--- src/rtl/key_schedule_seq.sv ---
`default_nettype none
// ============================================================================
//  Module      : key_schedule_seq
//  Description : Sequential DES-style key schedule. Loads one 56-bit post-PC1
//                key and emits ROUNDS 48-bit round keys over a valid/ready
//                handshake, in forward (encrypt) or reverse (decrypt) order.
//  Revision    : 1.0 - initial release
// ============================================================================
module key_schedule_seq #(
  parameter int          ROUNDS    = 16,
  parameter logic [15:0] SHIFT_MAP = 16'h7EFC,
  parameter int          IDX_W     = 4
) (
  input  logic             clk,
  input  logic             rst_n,
  input  logic             key_valid_i,
  output logic             key_ready_o,
  input  logic [55:0]      key_i,
  input  logic             dec_i,
  input  logic             abort_i,
  output logic             k_valid_o,
  input  logic             k_ready_i,
  output logic [47:0]      k_o,
  output logic [IDX_W-1:0] k_idx_o,
  output logic             k_last_o,
  output logic [55:0]      r_o
);

  typedef enum logic {
    S_IDLE = 1'b0,
    S_RUN  = 1'b1
  } state_t;

  // Index of the final round key in forward order.
  localparam logic [IDX_W-1:0] LAST_IDX = IDX_W'(ROUNDS - 1);

  // Rotation applied by round 'idx': 2 when its SHIFT_MAP bit is set, else 1.
  function automatic int shift_of(input logic [IDX_W-1:0] idx);
    logic [15:0] m;
    m = SHIFT_MAP >> idx;
    return m[0] ? 2 : 1;
  endfunction

  // Sum of all per-round shifts, folded into one 28-bit rotation.
  function automatic int total_shift();
    int s;
    s = 0;
    for (int i = 0; i < ROUNDS; i++) begin
      s = s + ((((SHIFT_MAP >> i) & 16'h0001) != 16'h0000) ? 2 : 1);
    end
    return s % 28;
  endfunction

  localparam int TOT_MOD = total_shift();

  // Rotate a 28-bit half left by 0..27 positions.
  function automatic logic [27:0] rotl28(input logic [27:0] x, input int amt);
    logic [55:0] t;
    t = {x, x} << amt;
    return t[55:28];
  endfunction

  // Split C||D, rotate each half left independently, merge back.
  function automatic logic [55:0] rot_halves_l(input logic [55:0] cd, input int amt);
    logic [27:0] c;
    logic [27:0] d;
    c = cd[55:28];
    d = cd[27:0];
    return {rotl28(c, amt), rotl28(d, amt)};
  endfunction

  // Right rotation of both halves, expressed as the complementary left rotation.
  function automatic logic [55:0] rot_halves_r(input logic [55:0] cd, input int amt);
    return rot_halves_l(cd, (28 - amt) % 28);
  endfunction

  // Permuted choice 2: selects 48 of the 56 state bits (bit 1 = MSB numbering).
  function automatic logic [47:0] perm_pc2(input logic [55:0] s);
    return {s[42], s[39], s[45], s[32], s[55], s[51],
            s[53], s[28], s[41], s[50], s[35], s[46],
            s[33], s[37], s[44], s[52], s[30], s[48],
            s[40], s[49], s[29], s[36], s[43], s[54],
            s[15], s[4],  s[25], s[19], s[9],  s[1],
            s[26], s[16], s[5],  s[11], s[23], s[8],
            s[12], s[7],  s[17], s[0],  s[22], s[3],
            s[10], s[14], s[6],  s[20], s[27], s[24]};
  endfunction

  state_t           state_q;
  logic             key_ready_q;
  logic             k_valid_q;
  logic [47:0]      k_q;
  logic [IDX_W-1:0] k_idx_q;
  logic             k_last_q;
  logic [55:0]      r_q;
  logic             dec_q;

  logic [55:0]      r_load_d;
  logic [IDX_W-1:0] idx_load_d;
  logic [55:0]      r_adv_d;
  logic [IDX_W-1:0] idx_adv_d;
  logic             last_adv_d;
  logic             accept_d;
  logic             hs_d;

  // Next-state datapath: load values from the incoming key, advance values from r.
  always_comb begin
    r_load_d   = dec_i ? rot_halves_l(key_i, TOT_MOD)
                       : rot_halves_l(key_i, shift_of('0));
    idx_load_d = dec_i ? LAST_IDX : '0;
    idx_adv_d  = dec_q ? (k_idx_q - IDX_W'(1)) : (k_idx_q + IDX_W'(1));
    r_adv_d    = dec_q ? rot_halves_r(r_q, shift_of(k_idx_q))
                       : rot_halves_l(r_q, shift_of(idx_adv_d));
    last_adv_d = dec_q ? (idx_adv_d == '0) : (idx_adv_d == LAST_IDX);
    // A key presented together with abort is deliberately refused.
    accept_d   = key_valid_i & key_ready_q & ~abort_i;
    hs_d       = k_valid_q & k_ready_i;
  end

  // Control FSM with fully registered outputs.
  always_ff @(posedge clk) begin
    if (!rst_n) begin
      state_q     <= S_IDLE;
      key_ready_q <= 1'b0;
      k_valid_q   <= 1'b0;
      k_q         <= '0;
      k_idx_q     <= '0;
      k_last_q    <= 1'b0;
      r_q         <= '0;
      dec_q       <= 1'b0;
    end else begin
      case (state_q)
        S_IDLE: begin
          key_ready_q <= 1'b1;
          if (accept_d) begin
            state_q     <= S_RUN;
            key_ready_q <= 1'b0;
            k_valid_q   <= 1'b1;
            dec_q       <= dec_i;
            r_q         <= r_load_d;
            k_q         <= perm_pc2(r_load_d);
            k_idx_q     <= idx_load_d;
            k_last_q    <= (ROUNDS == 1);
          end
        end
        S_RUN: begin
          if (abort_i) begin
            state_q     <= S_IDLE;
            k_valid_q   <= 1'b0;
            k_last_q    <= 1'b0;
            key_ready_q <= 1'b1;
          end else if (hs_d) begin
            if (k_last_q) begin
              state_q     <= S_IDLE;
              k_valid_q   <= 1'b0;
              k_last_q    <= 1'b0;
              key_ready_q <= 1'b1;
              // A finished decrypt run unwinds its last rotation, so r
              // returns to the originally loaded key.
              if (dec_q) begin
                r_q <= r_adv_d;
                k_q <= perm_pc2(r_adv_d);
              end
            end else begin
              r_q      <= r_adv_d;
              k_q      <= perm_pc2(r_adv_d);
              k_idx_q  <= idx_adv_d;
              k_last_q <= last_adv_d;
            end
          end
        end
        default: begin
          state_q <= S_IDLE;
        end
      endcase
    end
  end

  assign key_ready_o = key_ready_q;
  assign k_valid_o   = k_valid_q;
  assign k_o         = k_q;
  assign k_idx_o     = k_idx_q;
  assign k_last_o    = k_last_q;
  assign r_o         = r_q;

endmodule
`default_nettype wire

--- config.mk ---
export PLATFORM = sky130hd
export DESIGN_NAME = key_schedule_seq
export DESIGN_NICKNAME = d
export VERILOG_FILES = /design/src/rtl/key_schedule_seq.sv
export SDC_FILE = /design/constraint.sdc
export NUM_CORES = 1
export LEC_CHECK = 0
export ABC_AREA = 1
export BUFFER_PORTS_ARGS = -buffer_cell sky130_fd_sc_hd__buf_4
export CAP_MARGIN = 10
export CORE_UTILIZATION = 54
export CTS_CLUSTER_SIZE = 24
export DETAILED_ROUTE_END_ITERATION = 8
export GPL_TIMING_DRIVEN = 1
export PLACE_DENSITY = 0.83
export SYNTH_ARGS = -nofsm -noshare
export SYNTH_HDL_FRONTEND = slang
export SYNTH_SLANG_ARGS = --single-unit
--- constraint.sdc ---
create_clock -name clk -period 3.3 [get_ports clk]
set_input_delay 0.165 -clock clk [delete_from_list [all_inputs] [get_ports clk]]
set_output_delay 0.165 -clock clk [all_outputs]
set_load 0.01 [all_outputs]
Word-level counts from Yosys, hierarchy flattened
Cells that the tools add are included.
{ "word_totals": {"register_bits": 113, "inputBits": 62} }
{ "classes": {"n_addsub": 3, "div": 1, "eq_ne": 8, "shifts": 6, "mux": 44, "bitwise_logic": 5, "reduce_logical": 7} }
{ "op_table": {"columns": ["cell", "count"], "rows": [
  ["$mux W56", 7],
  ["$mux W48", 5],
  ["$pmux W56 S2", 1],
  ["$shl A56 B2 Y56", 2],
  ["$shl A56 B32 Y56", 2],
  ["$pmux W48 S2", 1],
  ["$mod A32 B6 Y32 const B", 1],
  ["$shr A15 B4 Y1 const A", 2],
  ["$mux W4", 6],
  ["$mux W1", 17],
  ["$ne A3 B2 Y1 const B", 3],
  ["$pmux W1 S2", 4],
  ["$pmux W4 S2", 1],
  ["$reduce_and A4 Y1", 2],
  ["$ne A2 B2 Y1 const B", 3],
  ["$reduce_and A2 Y1", 3],
  ["$sub A5 B2 Y6 const A", 1],
  ["$add A4 B1 Y4 const B", 1],
  ["$eq A4 B4 Y1 const B", 1],
  ["$logic_not A4 Y1", 1],
  ["$mux W2", 2],
  ["$sub A4 B1 Y4 const B", 1],
  ["$and A1 B1 Y1", 3],
  ["$reduce_and A3 Y1", 1],
  ["other kinds (2)", 3]
]} }

Longest topological paths before layout
{ "depth": {"depth_word": 11, "ltp_mapped": 20, "depth_no_buf": 17} }

Worst setup path after synthesis
OpenSTA, ideal clock, no wires.
{ "synth_timing": {"path_kind": "reg-to-reg", "startpoint": "register dec_q", "endpoint": "register k_q[17], in the netlist k_o[17]", "arrival_time_ps": 2480, "setup_slack_ps": 700, "stages_incl_launch_ff": 18, "path_buffers": 4, "cell_sequence": "dfxtp_1 buf_6 inv_4 clkbuf_1 clkbuf_1 fa_1 inv_1 nand2_1 nand2_1 nand2_1 nand2_1 nand3_2 nand3_4 buf_2 o21ai_0 or2_2 nand3_1 a21oi_1"} }
{ "synth_between": {"elab_chain_cells": 10, "word_cells_on_any_way": 12, "cone_classes": "eq/ne (1); shift (2); mux (8); reduce/logical (1)"} }
{ "synth_lines": {"columns": ["item", "line_no", "rtl"], "rows": [
  ["from (decl)", "96", "logic dec_q;"],
  ["from (signal assigned)", "139", "dec_q <= dec_i;"],
  ["$mux W4", "111", "idx_adv_d = dec_q ? (k_idx_q - IDX_W'(1)) : (k_idx_q + IDX_W'(1));"],
  ["$shr A15 B4 Y1", "40", "m = SHIFT_MAP >> idx;"],
  ["$mux W2", "41", "return m[0] ? 2 : 1;"],
  ["$shl A56 B2 Y56", "59", "t = {x, x} << amt;"],
  ["$mux W56", "112", "r_adv_d = dec_q ? rot_halves_r(r_q, shift_of(k_idx_q))"],
  ["$mux W48", "160", "if (dec_q) begin"],
  ["$mux W48", "153", "if (k_last_q) begin"],
  ["$mux W48", "152", "end else if (hs_d) begin"],
  ["$mux W48", "147", "if (abort_i) begin"],
  ["$pmux W48 S2", "132", "case (state_q)"],
  ["to (signal assigned)", "141", "k_q <= perm_pc2(r_load_d);"],
  ["to (signal assigned)", "162", "k_q <= perm_pc2(r_adv_d);"],
  ["to (signal assigned)", "166", "k_q <= perm_pc2(r_adv_d);"],
  ["to (decl)", "92", "logic [47:0] k_q;"]
]} }
Several ways; a longest one is shown, not always the timed one. The select of a mux whose other input is x is not followed.
A chain may end at the register's enable or synchronous reset.

Worst setup path in the final report
{ "layout_timing": {"startpoint": "register k_idx_q[0], in the netlist k_idx_o[0]", "endpoint": "register r_q[2], in the netlist r_o[2]"} }
{ "layout_between": {"elab_chain_cells": 11, "word_cells_on_any_way": 17, "cone_classes": "add/sub (3); div (1); shift (4); mux (9)"} }
{ "layout_lines": {"columns": ["item", "line_no", "rtl"], "rows": [
  ["from (decl)", "93", "logic [IDX_W-1:0] k_idx_q;"],
  ["from (signal assigned)", "142", "k_idx_q <= idx_load_d;"],
  ["from (signal assigned)", "167", "k_idx_q <= idx_adv_d;"],
  ["$shr A15 B4 Y1, or another cell as far along", "40", null],
  ["$mux W2 / $mux W4 (equally long branches)", "41, 111", null],
  ["$sub A5 B2 Y6 / $shr A15 B4 Y1 (equally long branches)", "74, 40", null],
  ["$mod A32 B6 Y32 / $mux W2 (equally long branches)", "74, 41", null],
  ["$shl A56 B32 Y56 / $shl A56 B2 Y56 (equally long branches)", "59", null],
  ["$mux W56 *", "112", null],
  ["$mux W56", "160", null],
  ["$mux W56 *", "153", null],
  ["$mux W56 *", "152", null],
  ["$mux W56 *", "147", null],
  ["$pmux W56 S2 *", "132", null],
  ["to (signal assigned)", "140", "r_q <= r_load_d;"],
  ["to (signal assigned)", "161", "r_q <= r_adv_d;"],
  ["to (signal assigned)", "165", "r_q <= r_adv_d;"],
  ["to (decl)", "95", "logic [55:0] r_q;"]
]} }
Every way passes the cells marked *; elsewhere a longest branch is shown, timed or not. The select of a mux whose other input is x is not followed.

==> run_results.csv <==
group,metric,value,unit
drt,drt-initial-drc-count,689,
timing,timing.hold.ws,0.212,ns
layout,post-route-util,0.650,
drt,vias,7200,
power,leakage,3.28,nW
layout,finalInstanceArea,0.00708,mm²
worst_hold_path,worstHoldPathType,"input pin to flip-flop",
cts,worstSkewPairLatency,0.37,ns
synth,synth_most_common_cell,"nand2_1",
drt,dr.pass1.iters,6,
synth,syn_inst,1029,
power,p_sw_frac,0.424,
setup_path,critPathSlowestCell,"fa_1",
synth,syn_nets,1098,
timing,drv_slew,0,
timing,slew_headroom,0.386,
floorplanning,die_area,0.0116,mm²
grt,first_global_vias,6219,
power,p_seq_frac,0.303,
power,peakVddDrop,0.272,mV
timing,fin_tns_setup,0,ns
cts,cts.path.max_buffers,2,
power,pwr-share-clk,0.247,
cts,cts_setup_buffers,0,
setup_path,cp-start-kind,"flip-flop",
power,comb_power_share,0.450,
timing,worst_pin_slew,0.920,ns
synth,yosysUniqueCellTypes,35,
synth,ys_seq_elements,65,
job,cap_violations,0,
cts,clkSinkCount,65,
floorplanning,floorplan.rows,38,
place,port_buffers,172,
floorplanning,core_region_area,0.0109,mm²
place,dpl_cell_area,0.00686,mm²
floorplanning,start_util,0.555,
synth,synth_top_area_share,0.215,
cts,cts.reportedPaths.clkPinSlew,0.08,ns
synth,yosys_warnings,0,
grt,gr-total-overflow,0,
drt,drcViolationCount,0,
grt,grt_pass1_wl,31500,µm
synth,syn-cell-area,0.00605,mm²
setup_path,critical_path_required,3.56,ns
layout,nFillCells,1066,
power,switching_power,1.36,mW
setup_path,path_delay_family,"simple AND/OR/NAND/NOR gates",
power,p_int,1.86,mW
setup_path,crit_buf_inv,3,
place,place_hpwl,13800,µm
floorplanning,die_y,108,µm
cts,cts_hold_repair.buffers,0,
timing,setup_viol,0,
synth,ys_async_sr_fraction,0,
timing,hold_viol,0,
setup_path,arrival,3.14,ns
setup_path,critPathKind,"flip-flop to flip-flop",
timing,finalCritPeriodShare,0.875,
cts,cts_tree,"built",
setup_path,crit_path_max_incr_delay,0.48,ns
layout,drive_above_1_share,0.217,
outcome,status,"completed",
grt,grt_use_total,0.350,
synth,synth_top_area_cell,"dfxtp_1",
cts,numCtsBuffers,9,
cts,post_cts_resized,0,
timing,min_period,2.89,ns
synth,synth_common_cells,"nand2_1, o21ai_0, a21oi_1",
setup_path,path_max_fanout,31,
synth,synthTopCellsByArea,"dfxtp_1, nand2_1, o21ai_0, a21oi_1, nand3_1",
floorplanning,io_pins,173,
setup_path,critPathCaptureType,"flip-flop",
drt,avgRoutedWirePerCell,16.4,µm
drt,ant_nets,0,
floorplanning,dieWidth,108,µm
drt,drt-total-wl,20300,µm
layout,fin_nets,1162,
cts,root_buffer,"clkbuf_8",
cts,htreeDepth,3,
timing,fmax,346,MHz
synth,ys.flop_type,"dfxtp_1",
layout,syn_to_final_growth,17.1,%
grt,grt_max_degree,86,
setup_path,cp_cell_sequence,"inv_1 > fa_1 > inv_1 > nand2_1 > nand2_1 > nand2_1 > nand2_1 > nand3_2 > nand3_4 > buf_12 > nand2_4 > o21ai_0 > nand2_1 > o211ai_1 > a21oi_1",
drt,detail_route.vias_per_cell,5.82,
place,place.gp.congestion,0.989,
timing,rsz0062_at_grt,"no",
layout,antenna_cells,0,
grt,antenna_found_initial,0,
synth,synth-edff-count,0,
power,cellPowerDensity,455,mW/mm²
synth,seq_area_frac_synth,0.215,
setup_path,cpMostUsedCell,"nand2_1",
timing,skew,0.0107,ns
synth,syn_area_per_cell,5.88,µm²
## kinds of logic after synthesis
logic type | Yosys count | synth area share
simple gates | 436 | 0.303
compound gates | 324 | 0.297
flops | 65 | 0.215
buf+inv | 197 | 0.169
fa+ha+maj | 7 | 0.0157
## cell usage in the layout, fill, tap and decap left out, types with 2 or more instances in the layout
cell	Yosys	layout
bufinv_16	0	2
nand2_4	2	2
o211ai_2	6	6
a21oi_1	120	120
inv_1	61	61
a221oi_1	3	3
or2_2	11	11
nand3_2	3	3
nand2_2	2	2
nor2_1	84	84
dfxtp_1	65	63
buf_4	54	180
o21ai_2	4	4
o21ai_1	32	32
nand3_1	86	86
ha_1	6	6
nand2_1	244	244
buf_12	0	2
clkbuf_8	0	10
o211ai_1	30	30
o21ai_0	123	123
inv_2	6	6
clkinv_2	0	2
dfxtp_2	0	2
a31oi_1	2	2
## through the flow
step,instances,setup slack (ns),power [mW]
floorplan,1029,0.700,2.02
CTS,1238,0.424,3.19
finish,1238,0.412,3.22
global route,1238,0.123,3.41
global placement,1222,0.559,2.39
detailed placement,1222,0.413,2.41
## sequential cells by signal, summed over array words and instances (netlist names)
register / count
dec_q: 1
state_q: 1
k_idx_o: 4
k_o: 47
k_last_o: 1
r_o: 9
k_valid_o: 1
key_ready_o: 1
## final cells by class
class / instances / area (µm²) / share of cell area
repair buffers: 182 / 1390 / 0.197
flip-flops and latches: 65 / 1300 / 0.184
well taps: 140 / 175 / 0.0247
clock inverters: 5 / 78.8 / 0.0111
multi-input cells: 767 / 3730 / 0.527
inverters: 68 / 258 / 0.0364
clock buffers: 11 / 141 / 0.0200
## worst register-to-register path, delay by kind of cell (launching register included)
kind                     cells  cell delay (ns)
buffers and inverters        3             0.48
AO/OA/AOI/OAI                3             0.45
AND/OR/NAND/NOR              8             0.92
adder cells (fa/ha/maj)      1             0.48
flip-flops                   1             0.45
## per-layer routing
metal	vias up	GRT usage	wire [µm]
li1	3521	-	-
met5	-	0	0
met3	82	0.0630	1450
met2	367	0.563	9530
met4	0	0.255	1500
met1	3230	0.416	7810
## power by group through the flow
stage | registers (mW) | logic (mW) | clock network [mW]
global placement | 0.988 | 1.40 | 0
detailed placement | 0.989 | 1.42 | 0
CTS | 0.971 | 1.43 | 0.789
global route | 0.986 | 1.61 | 0.820
floorplan | 0.982 | 1.04 | 0
finish | 0.975 | 1.45 | 0.797
## final timing paths
check             depth (start not counted)        start  slack, ns     endpoint
setup reg to reg                         15   k_idx_o[0]       0.41       r_o[2]
setup / recovery                         15   k_idx_o[0]       0.41       r_o[2]
hold reg to reg                           2  key_ready_o       0.49  key_ready_o
hold / removal                            4    k_ready_i       0.21      state_q
Power figures use the tool's default switching activity.
